===== src/rtl/load_store_unit.sv =====
// Memory-access stage: one LDR/STR per start over a held req/ack RAM handshake; start to done is 2 cycles min, next accept 3.
// Backpressure: ram_req is held until ram_ack or timeout abort; start while busy is dropped, not queued.
module load_store_unit #(
    parameter int unsigned TIMEOUT = 255,
    parameter int unsigned CNT_W   = 8
) (
    input  logic        clk,
    input  logic        reset,
    input  logic        start,
    input  logic        is_load,
    input  logic [1:0]  size,
    input  logic        sign_ext,
    input  logic [31:0] addr,
    input  logic [31:0] store_data,
    output logic        busy,
    output logic        done,
    output logic        fault,
    output logic [31:0] fromRam,
    output logic        ram_req,
    output logic        ram_we,
    output logic [31:0] ram_addr,
    output logic [31:0] ram_wdata,
    output logic [3:0]  ram_be,
    input  logic [31:0] ram_rdata,
    input  logic        ram_ack
);

    typedef enum logic [1:0] {
        IDLE = 2'd0,
        REQ  = 2'd1,
        DONE = 2'd2
    } stateT;

    localparam logic [CNT_W-1:0] LAST = CNT_W'(TIMEOUT == 0 ? 0 : TIMEOUT - 1);

    stateT            state;
    logic [CNT_W-1:0] cnt;
    logic [1:0]       sizeQ;
    logic [1:0]       laneQ;
    logic             signExtQ;

    logic        illegal;
    logic        timeoutHit;
    logic [3:0]  beNext;
    logic [31:0] wdataNext;
    logic [7:0]  byteSel;
    logic [15:0] halfSel;
    logic [31:0] loadVal;

    assign busy = (state != IDLE);

    assign illegal = (size == 2'b11)
                   || (size == 2'b01 && addr[0])
                   || (size == 2'b10 && addr[1:0] != 2'b00);

    // An ack on the terminal-count cycle is checked first, so it wins over the abort.
    assign timeoutHit = (TIMEOUT != 0) && (cnt == LAST);

    always_comb begin
        beNext    = 4'b1111;
        wdataNext = store_data;
        case (size)
            2'b00: begin
                beNext    = 4'b0001 << addr[1:0];
                wdataNext = {4{store_data[7:0]}};
            end
            2'b01: begin
                beNext    = 4'b0011 << addr[1:0];
                wdataNext = {2{store_data[15:0]}};
            end
            default: begin
                beNext    = 4'b1111;
                wdataNext = store_data;
            end
        endcase
    end

    always_comb begin
        byteSel = ram_rdata[7:0];
        case (laneQ)
            2'd0:    byteSel = ram_rdata[7:0];
            2'd1:    byteSel = ram_rdata[15:8];
            2'd2:    byteSel = ram_rdata[23:16];
            default: byteSel = ram_rdata[31:24];
        endcase
        halfSel = laneQ[1] ? ram_rdata[31:16] : ram_rdata[15:0];
        loadVal = ram_rdata;
        case (sizeQ)
            2'b00:   loadVal = {{24{signExtQ & byteSel[7]}}, byteSel};
            2'b01:   loadVal = {{16{signExtQ & halfSel[15]}}, halfSel};
            default: loadVal = ram_rdata;
        endcase
    end

    always_ff @(posedge clk or posedge reset) begin
        if (reset) begin
            state     <= IDLE;
            cnt       <= '0;
            sizeQ     <= 2'b00;
            laneQ     <= 2'b00;
            signExtQ  <= 1'b0;
            done      <= 1'b0;
            fault     <= 1'b0;
            fromRam   <= 32'h0;
            ram_req   <= 1'b0;
            ram_we    <= 1'b0;
            ram_addr  <= 32'h0;
            ram_wdata <= 32'h0;
            ram_be    <= 4'h0;
        end else begin
            done <= 1'b0;
            case (state)
                IDLE: begin
                    if (start) begin
                        sizeQ    <= size;
                        laneQ    <= addr[1:0];
                        signExtQ <= sign_ext;
                        fault    <= illegal;
                        cnt      <= '0;
                        if (illegal) begin
                            state <= DONE;
                            done  <= 1'b1;
                        end else begin
                            state     <= REQ;
                            ram_req   <= 1'b1;
                            ram_we    <= ~is_load;
                            ram_addr  <= {addr[31:2], 2'b00};
                            ram_wdata <= is_load ? 32'h0 : wdataNext;
                            ram_be    <= beNext;
                        end
                    end
                end
                REQ: begin
                    if (ram_ack || timeoutHit) begin
                        if (ram_ack && !ram_we) begin
                            fromRam <= loadVal;
                        end
                        fault     <= ~ram_ack;
                        state     <= DONE;
                        done      <= 1'b1;
                        ram_req   <= 1'b0;
                        ram_we    <= 1'b0;
                        ram_addr  <= 32'h0;
                        ram_wdata <= 32'h0;
                        ram_be    <= 4'h0;
                    end else begin
                        cnt <= cnt + CNT_W'(1);
                    end
                end
                DONE: begin
                    state <= IDLE;
                end
                default: begin
                    state <= IDLE;
                end
            endcase
        end
    end

endmodule


===== config.mk =====
export PLATFORM = sky130hd
export DESIGN_NAME = load_store_unit
export DESIGN_NICKNAME = d
export VERILOG_FILES = /design/src/rtl/load_store_unit.sv
export SDC_FILE = /design/constraint.sdc
export NUM_CORES = 1
export LEC_CHECK = 0
export BUFFER_PORTS_ARGS = -buffer_cell sky130_fd_sc_hd__buf_2
export CELL_PAD_IN_SITES_DETAIL_PLACEMENT = 0
export CELL_PAD_IN_SITES_GLOBAL_PLACEMENT = 1
export CORE_MARGIN = 2
export CORE_UTILIZATION = 30
export CTS_CLUSTER_DIAMETER = 150
export DETAILED_ROUTE_END_ITERATION = 8
export PLACE_DENSITY_LB_ADDON = 0.1
export SLEW_MARGIN = 40
export SYNTH_ARGS = -nofsm -noshare
export SYNTH_HDL_FRONTEND = slang
export SYNTH_SLANG_ARGS = --single-unit

===== constraint.sdc =====
create_clock -name clk -period 5.7 [get_ports clk]
set_input_delay 0.57 -clock clk [delete_from_list [all_inputs] [get_ports clk]]
set_output_delay 0.57 -clock clk [all_outputs]
set_load 0.05 [all_outputs]

==> flow_summary.ini, run 1 <==
[yosys]
syn-cell-area_sq_um = 5480
synth-edff-count = 0
ys_seq_area_share_pct = 53.42
synth_cell_types = 56
synthArstFlopShare_pct = 100.0
syn_inst = 515
syn_avg_cell_area_sq_um = 10.64
synth_ff_type = dfrtp_1
ys_ff_latch = 117
ys_warn_count = 0

[worst_setup_path]
crit_type = flop to flop
crit_slowest_cell = nor3b_4
startpoint_type = flop
rr_endpoint = ram_wdata[15]
r2r_start = state[1]
slowest_delay_ps = 600
cp.arrival_ps = 2890
worstPathCellList = nor3b_4, o21a_1, buf_4, nand2b_1, o2bb2ai_1
cp.required_ps = 6040
cp_max_fo = 33
ff2ff_setup_slack_ps = 3150
rr_worst_depth = 5
cp-end-kind = flop

[drt]
drt_first_pass_iters = 5
avgViaCountPerCell = 5.169
totalWireLength_um = 17360
vias = 4885
drc_errors = 0
drt-initial-drc-count = 283
wl_per_cell_um = 18.37
ant_nets = 0

[layout]
layout-drive-gt1-share_pct = 36.36
area_growth_pct = 32.44
fillers = 1828
nNetsFinal = 808

[power]
p_int_w = 0.002269
leakage_nw = 3.697
switching_share_pct = 45.84
p_seq_share_pct = 30.2
powerDensity_nw_per_um2 = 577.3
combPwrFrac_pct = 42.4
power.switching_w = 0.001921
vdd_ir_drop_max_mv = 0.2467
post-layout-total-power_w = 0.004190
pwr-share-clk_pct = 27.4

[clock_tree]
clock_latency_ps = 420
cts_tree = done
cts_sinks = 117
numCtsBuffers = 17
cts_resized = 0
cts_root_buffer = clkbuf_16
post-cts-setup-buffer-count = 0
htreeDepth = 4
cts_buffer_depth = 2
clk_pin_slew_ps = 60
cts_hold_repair.buffers = 0

[die]
coreArea_sq_um = 17960
die_area_sq_um = 19360
start_util_pct = 30.51
io_pins = 209
chipHeight_um = 139.2
die_w_um = 139.2
std_cell_rows = 49

[place]
numPortBuffers = 206
hpwlAfterDp_um = 12060
place.gp.congestion = 0.8420

[worst_hold_path]
hold_class = primary input to async pin

[sta]
tns_ps = 0
max_slew.worst_pin.slew_ps = 808.3
hold_viol_final = 0
finalMaxSlewViolations = 0
max_freq_ghz = 0.3922
slew_headroom_pct = 46.01
setup_viol = 0
rsz0062_at_grt = no
finalCritPeriodShare_pct = 44.73
fin_worst_skew_ps = 14.15
min_period_ps = 2550

[status]
status = completed

[global_routing]
grt_pass1_vias = 4964
grt_pass1_wl_um = 27480
grt-ovfl-total = 0
grt_max_degree = 74
grtUsageTotal_pct = 18.06
antenna_found_initial = 1

[run]
drv_cap = 0
## area by class of cell
class | instances | area (sq um) | area share (%)
Timing Repair Buffer | 211 | 1072 | 14.77
Inverter | 11 | 43.79 | 0.6033
Sequential cell | 117 | 2928 | 40.34
Tap cell | 229 | 286.5 | 3.948
Multi-Input combinational cell | 344 | 2298 | 31.67
Clock buffer | 18 | 429.2 | 5.913
Antenna cell | 1 | 2.502 | 0.03448
Clock inverter | 14 | 197.7 | 2.724
## metal layers
layer / up-vias / global-route usage (%) / share of wire (%)
li1: 2265 / - / -
met1: 2431 / 24.47 / 46
met5: - / 0 / 0
met4: 0 / 6.805 / 1.5
met3: 19 / 4.972 / 6.0
met2: 170 / 27.66 / 46
## kinds of logic after synthesis
logic type	count (synthesis)	share of synthesized area, %
adders and majority gates	2	0.4565
muxes	29	5.365
other	1	0.06843
AOI/OAI and AO/OA	149	20.89
buffers and inverters	55	4.931
and+or+nand+nor	158	14.22
xor gates and xnor gates	4	0.6394
DFF	117	53.42
## worst max-delay path by stage
stage	startpoint	end	depth (start not counted)
after global placement	start	ram_wdata[16]	6
final	state[1]	ram_wdata[15]	5
after global routing	state[1]	ram_wdata[19]	5
after CTS	state[1]	ram_wdata[21]	5
after detailed placement	start	ram_wdata[21]	6
after floorplan	reset	cnt[0]	1
## synth_stat cells, types with 4 or more instances
library cell	count	area, sq um
dfrtp_1	117	2928
nand2_1	63	236.5
a22o_1	56	490.5
nand3_1	39	195.2
mux2i_1	26	260.3
nor2_1	22	82.58
clkbuf_1	17	63.81
o21ai_0	17	85.08
o2bb2ai_1	17	148.9
a21oi_1	16	80.08
buf_2	15	75.07
inv_1	11	41.29
nand2b_1	8	50.05
o22ai_1	7	43.79
a31oi_1	6	37.54
a32oi_1	6	52.55
buf_4	6	45.04
a22oi_1	4	30.03
## metrics by stage
step	hold slack [ps]	instances	util, %	setup slack [ps]	cell area (sq um)
floorplan	489.9	516	-	2029	5484
global placement	469.2	912	36.85	3019	6620
detailed placement	468.7	912	36.90	2937	6629
CTS	229.5	944	40.39	3096	7256
global route	258.5	945	40.41	2920	7258
finish	220.5	945	40.41	3150	7258
## registers in the layout, summed over array words and instances (netlist names)
| signal | cells |
|---|---|
| done | 1 |
| sizeQ | 2 |
| state | 2 |
| signExtQ | 1 |
| ram_req | 1 |
| ram_wdata | 32 |
| fault | 1 |
| cnt | 8 |
| ram_be | 4 |
| laneQ | 2 |
| fromRam | 32 |
| ram_we | 1 |
| ram_addr | 30 |
## cell usage in the layout (no fill, tap or decap), drive strengths merged, types with 3 or more instances in the layout
master and count:
o211ai 3, clkinv 5, nor2 23, dfrtp 117, nand2b 8, nand2 63
a32oi 6, clkbuf 18, o21ai 18, a31oi 6, o31ai 3, mux2i 26
nand3 39, o22ai 8, a22oi 4, bufinv 4, o2bb2ai 17, a22o 56
xnor2 3, or3 3, inv 14, a21oi 18, a21o 3, buf 211
mux2 3, nand3b 3
## power by group through the flow
| stage | Clock [W] | Combinational, W | Sequential, W |
|---|---|---|---|
| global placement | 0 | 0.00178 | 0.00127 |
| CTS | 0.00118 | 0.00179 | 0.00127 |
| finish | 0.00115 | 0.00178 | 0.00126 |
| floorplan | 0 | 0.000489 | 0.00212 |
| detailed placement | 0 | 0.00180 | 0.00127 |
| global route | 0.00122 | 0.00188 | 0.00130 |
## critical path, delay by kind of cell (launching register included)
family                 cells  cell delay, ps
and+or+nand+nor            2            1060
AOI/OAI and AO/OA          2             570
DFF                        1             490
buffers and inverters      1             360
Power figures use the tool's default switching activity.
==> inputs of run 2 (changes only) <==
--- a/config.mk
+++ b/config.mk
@@ -5,6 +5,7 @@
 export SDC_FILE = /design/constraint.sdc
 export NUM_CORES = 1
 export LEC_CHECK = 0
+export ABC_AREA = 1
 export BUFFER_PORTS_ARGS = -buffer_cell sky130_fd_sc_hd__buf_2
 export CELL_PAD_IN_SITES_DETAIL_PLACEMENT = 0
 export CELL_PAD_IN_SITES_GLOBAL_PLACEMENT = 1
==> constraint.sdc (replaced) <==
create_clock -name clk -period 2.1 [get_ports clk]
set_input_delay 0.21 -clock clk [delete_from_list [all_inputs] [get_ports clk]]
set_output_delay 0.21 -clock clk [all_outputs]
set_load 0.05 [all_outputs]
==> run 2 against run 1 <==
Against the previous run: clock power is 150% higher; die area is 7.0% higher; cell count is 34% higher; synthesized cell count is 45% higher; non-clock buffer count is 44 higher; sequential cell count stayed put; wire length is 9.2% higher; sequential power grew to 2.9 times the previous value.
==> flow_summary.ini, run 2 <==
[status]
status = completed

[yosys]
syn_avg_cell_area_sq_um = 7.855
synth_ff_type = dfrtp_1
syn-cell-area_sq_um = 5876
ys_ff_latch = 117
ys_seq_area_share_pct = 49.83
synth_cell_types = 31
ys_warn_count = 0
post-synth-top-count-cell = nand2_1
synth_compound_area_share_pct = 15.61
synth_top_family_by_area = simple AND/OR/NAND/NOR gates
syn_inst = 748
synth-simple-area-share_pct = 26.21
synth-edff-count = 0
yosys-top-cells-area = dfrtp_1 (50%), nand2_1 (14%), o21ai_1 (5.3%)
synth.largest_area_cell = dfrtp_1
synth-xor-area-share_pct = 0.4472
synth_commonest_cells = nand2_1 (222), dfrtp_1 (117), nor2_1 (72)
synth_fa_ha_area_share_pct = 0.4259
synthMuxAreaShare_pct = 0
synthArstFlopShare_pct = 100.0
synth_top_cell_area_share_pct = 49.83

[worst_setup_path]
startpoint_type = flop
crit_top_cell = nand2_1
crit_type = flop to flop
cp_max_fo = 16
crit_slowest_cell = dfrtp_1
rr_worst_depth = 7
rr_endpoint = fromRam[23]
cp.arrival_ps = 2020
r2r_start = laneQ[1]
worstPathCellList = inv_1, nand2_1, nand2_1, nand2_1, nand3_1, nand2_1, a21oi_1
cp-end-kind = flop
cp.required_ps = 2430
ff2ff_setup_slack_ps = 410
slowest_delay_ps = 380

[die]
die_w_um = 144.0
die_area_sq_um = 20720
start_util_pct = 30.39
coreArea_sq_um = 19330
std_cell_rows = 51
chipHeight_um = 144.0
io_pins = 209

[drt]
vias = 5697
wl_per_cell_um = 15.02
avgViaCountPerCell = 4.514
drt_first_pass_iters = 4
drt-initial-drc-count = 262
totalWireLength_um = 18960
drc_errors = 0
ant_nets = 0

[global_routing]
grt-ovfl-total = 0
antenna_found_initial = 2
grtUsageTotal_pct = 18.82
grt_pass1_wl_um = 30090
grt_max_degree = 56
grt_pass1_vias = 5552

[clock_tree]
clock_latency_ps = 410
cts_tree = done
cts_root_buffer = clkbuf_16
htreeDepth = 4
cts_sinks = 117
cts_resized = 0
clk_pin_slew_ps = 60
numCtsBuffers = 17
cts_buffer_depth = 2

[sta]
max_slew.worst_pin.slew_ps = 616.1
max_freq_ghz = 0.5921
hold_viol_final = 0
fin_worst_skew_ps = 9.127
slew_headroom_pct = 58.83
setup_viol = 0
finalMaxSlewViolations = 0
tns_ps = 0
finalCritPeriodShare_pct = 80.42
rsz0062_at_grt = no
timing.hold.ws_ps = 12.21
min_period_ps = 1689

[worst_hold_path]
hold_class = primary input to flop
worst_hold_path.endpoint = signExtQ
hold_depth = 3
min_from = sign_ext

[layout]
area_growth_pct = 37.41
fin_area_sq_um = 8074
final_common_cell = nand2_1
layout-drive-gt1-share_pct = 30.38
reg_top3 = fromRam (32), ram_wdata (32), ram_addr (30)
nNetsFinal = 1087
final_cell_count_no_fill = 1262
final_cell_mix = nand2_1 (222), buf_2 (206), dfrtp_1 (117), nor2_1 (72), o21ai_1 (62)
fillers = 2087

[place]
numPortBuffers = 206
hpwlAfterDp_um = 13530
place.gp.congestion = 0.7765
dp_cells = 1197
dpl-instance-area_sq_um = 7194

[power]
power.switching_w = 0.007288
post-layout-total-power_w = 0.01387
leakage_nw = 4.340
switching_share_pct = 52.53
powerDensity_nw_per_um2 = 1718
p_seq_share_pct = 26.7
pwr-share-clk_pct = 20.4
vdd_ir_drop_max_mv = 0.7906
p_int_w = 0.006585
combPwrFrac_pct = 52.9

[run]
drv_cap = 0
-- run 2: changes by cell type in the layout (fill, tap and decap cells not counted), sizes merged, moves of 8 or more --
cell	previous run	this run
dlygate4sd3	0	30
nand2	63	232
o2bb2ai	17	0
nand2b	8	0
or2	0	13
a21oi	18	50
inv	14	48
o21ai	18	115
mux2i	26	0
nor2	23	78
a22o	56	0
buf	211	225
-- run 2: stage by stage --
step	utilization, %	setup WS [ps]
after CTS	41.67	403.8
after global routing	41.73	215.4
after global placement	37.21	402.8
after floorplan	-	462.6
final	41.76	411.1
after detailed placement	37.21	385.0
-- run 2: worst max path at each step --
stage                     startpoint             to  depth (start not counted)
after floorplan                reset         cnt[0]                          1
after global routing        laneQ[1]    fromRam[27]                          7
final                       laneQ[1]    fromRam[23]                          7
after detailed placement     size[1]   ram_wdata[8]                          8
after CTS                   laneQ[1]    fromRam[23]                          7
after global placement       size[1]  ram_wdata[15]                          8
-- run 2: layout make-up --
type | instances | area, sq um | share of cell area, %
clock buffer | 17 | 425.4 | 5.269
sequential | 117 | 2928 | 36.26
tap | 265 | 331.6 | 4.107
multi-input combinational | 547 | 2521 | 31.23
antenna | 3 | 7.507 | 0.09298
clock inverter | 15 | 146.4 | 1.813
inverter | 43 | 165.2 | 2.046
timing repair buffer | 255 | 1549 | 19.18
-- run 2: logic make-up (layout without fill, tap and decap cells) --
group | after synthesis | after routing
AO/OA/AOI/OAI | 173 | 173
buffers and inverters | 85 | 330
adder cells (fa/ha/maj) | 2 | 2
AND/OR/NAND/NOR | 367 | 367
other | 1 | 5
XOR/XNOR | 3 | 3
flip-flops | 117 | 117
-- run 2: metal layers --
metal	global-route usage, %	part of all wire (%)	vias to the layer above
met1	25.93	46	2613
met3	6.631	7.5	16
met2	28.40	45	173
li1	-	-	2895
met5	0	0	-
met4	4.386	1.1	0
-- run 2: repair_timing --
action	CTS	global route
endpoints found under the hold margin	45	1
hold buffers	29	1
endpoints found under the setup margin	0	0
setup buffers	0	0
-- run 2: critical path: cells and delay by family, from the launching register on --
kind	cells	cell delay, ps
compound gates	1	280
buf+inv	1	240
simple gates	5	710
flops	1	380
-- run 2: power groups by stage --
stage               Sequential [W]  Combinational (W)  Clock, W
floorplan                  0.00669            0.00255         0
global placement           0.00374            0.00737         0
detailed placement         0.00374            0.00739         0
CTS                        0.00372            0.00743   0.00290
global route               0.00385            0.00794   0.00302
finish                     0.00371            0.00734   0.00282
==> inputs of run 3 (changes only) <==
==> constraint.sdc (replaced) <==
create_clock -name clk -period 1.46 [get_ports clk]
set_input_delay 0.146 -clock clk [delete_from_list [all_inputs] [get_ports clk]]
set_output_delay 0.146 -clock clk [all_outputs]
set_load 0.05 [all_outputs]
==> run 3 against run 2 <==
Against the previous run: the flow now finishes with violations (negative setup slack); wire length rose by 5.0%; clock-buffer cell count rose by 1; power rose by 58%; register-to-register slack got worse by 520 ps; sequential power rose by 48%; clock skew rose by 8.0 ps; sequential cell count did not move; setup slack got worse by 520 ps; non-clock buffer count rose by 61; critical endpoint is now ram_wdata[28]; largest power group unchanged.
==> flow_summary.ini, run 3 (synthesis results as in run 2) <==
[status]
status = finished, violations left
violations = negative setup slack

[global_routing]
grt_pass1_vias = 5763
grt_max_degree = 50
antenna_found_initial = 1
grtUsageTotal_pct = 18.59
grt_pass1_wl_um = 29990
grt-ovfl-total = 0

[sta]
finalCritPeriodShare_pct = 107.1
finalMaxSlewViolations = 0
hold_viol_final = 0
max_freq_ghz = 0.6394
min_period_ps = 1564
fin_ws_ps = -104.1
fin_worst_skew_ps = 17.13
rsz0062_at_grt = yes
setup_viol = 79
timing.hold.ws_ps = 0.8009

[layout]
nNetsFinal = 1149
layout-drive-gt1-share_pct = 38.92
reg_top3 = fromRam (32), ram_wdata (32), ram_addr (30)
fillers = 1986
regArea_sq_um = 2930
multiInputGateArea_sq_um = 2746
final_cell_mix = nand2_1 (217), buf_2 (206), dfrtp_1 (115), nor2_1 (70), buf_4 (49)
utilization_pct = 46.66
fin_area_sq_um = 9022
area_growth_pct = 53.56
final_common_cell = nand2_1

[clock_tree]
cts_sinks = 117
htreeDepth = 4
numCtsBuffers = 17
clock_latency_ps = 420
clk_pin_slew_ps = 60
cts_buffer_depth = 2
cts_tree = done
cts_root_buffer = clkbuf_16

[drt]
totalWireLength_um = 19910
wl_per_cell_um = 15.04
avgViaCountPerCell = 4.500
ant_nets = 0
drc_errors = 0
drt-initial-drc-count = 190
drt_first_pass_iters = 4
vias = 5958

[worst_setup_path]
crit_buf_inv = 2
ff2ff_setup_slack_ps = -100
cp-startpoint = cnt[0]
startpoint_type = flop
worstPathCellList = inv_2, ha_4, nand2_2, nor2_2, nand2_2, nand2_4, nand2_4, clkbuf_16, o21ai_1, nand2_1
crit_type = flop to flop
slowest_delay_ps = 380
cp.arrival_ps = 1860
cp_max_fo = 10
r2r_start = cnt[0]
cp-end-kind = flop
cp.required_ps = 1760
crit_slowest_cell = dfrtp_1
cp_top_family = simple AND/OR/NAND/NOR gates

[die]
die_area_sq_um = 20720
start_util_pct = 30.39
die_w_um = 144.0
std_cell_rows = 51
io_pins = 209
coreArea_sq_um = 19330
chipHeight_um = 144.0

[place]
hpwlAfterDp_um = 13970
place.gp.congestion = 0.7769
numPortBuffers = 206
dpl-instance-area_sq_um = 7612

[run]
drv_cap = 0

[power]
powerDensity_nw_per_um2 = 2422
leakage_nw = 4.763
vdd_ir_drop_max_mv = 1.254

[worst_hold_path]
hold_class = primary input to flop
min_from = store_data[1]
## run 3: timing repair
action                                 CTS  global route
setup endpoints to repair               72           108
gates resized for setup                 15            63
cloned                                   2             5
buffers inserted                         3             1
hold buffers                            38             0
endpoints found under the hold margin  101             0
pin swaps                                0            17
## run 3: power breakdown
| group | switching (W) | internal (W) |
|---|---|---|
| clock | 0.00161 | 0.00252 |
| combinational | 0.00860 | 0.00363 |
| sequential | 0.000883 | 0.00460 |
## run 3: cell type report
type	count	share of cell area, %
inverter	43	1.997
antenna	3	0.08321
timing repair buffer	316	24.86
tap	265	3.675
sequential	117	32.48
multi-input combinational	548	30.44
clock buffer	18	4.757
clock inverter	14	1.706
## run 3: worst paths after layout
path | end | depth (start not counted)
worst min-delay path | ram_wdata[1] | 3
max in group asynchronous | ram_be[0] | 4
min in group asynchronous | fromRam[5] | 3
worst max register to register | ram_wdata[28] | 10
worst max-delay path | ram_wdata[28] | 10
worst min register to register | ram_addr[8] | 2
## run 3: per-stage QoR
step | total power (W) | std cells | TNS (ps) | worst slack, ps
2_1_floorplan | 0.01331 | 749 | -13280 | -113.4
3_3_place_gp | 0.01662 | 1240 | -1288 | -76.25
3_5_place_dp | 0.01665 | 1240 | -2370 | -91.98
4_1_cts | 0.02129 | 1315 | -3062 | -67.01
5_1_grt | 0.02321 | 1321 | -12070 | -186.6
6_report | 0.02185 | 1324 | -4239 | -104.1
## run 3: worst min-delay path: cells and delay by family
kind,cells,cell delay [ps]
buffers and inverters,1,90
and+or+nand+nor,2,150
## run 3: routing by layer
layer | wire, um | part of all wire [%] | GRT usage (%)
met2 | 9240 | 46 | 28.92
met1 | 9423 | 47 | 25.50
met4 | 67 | 0.34 | 3.767
met5 | 0 | 0 | 0
met3 | 1175 | 5.9 | 5.931
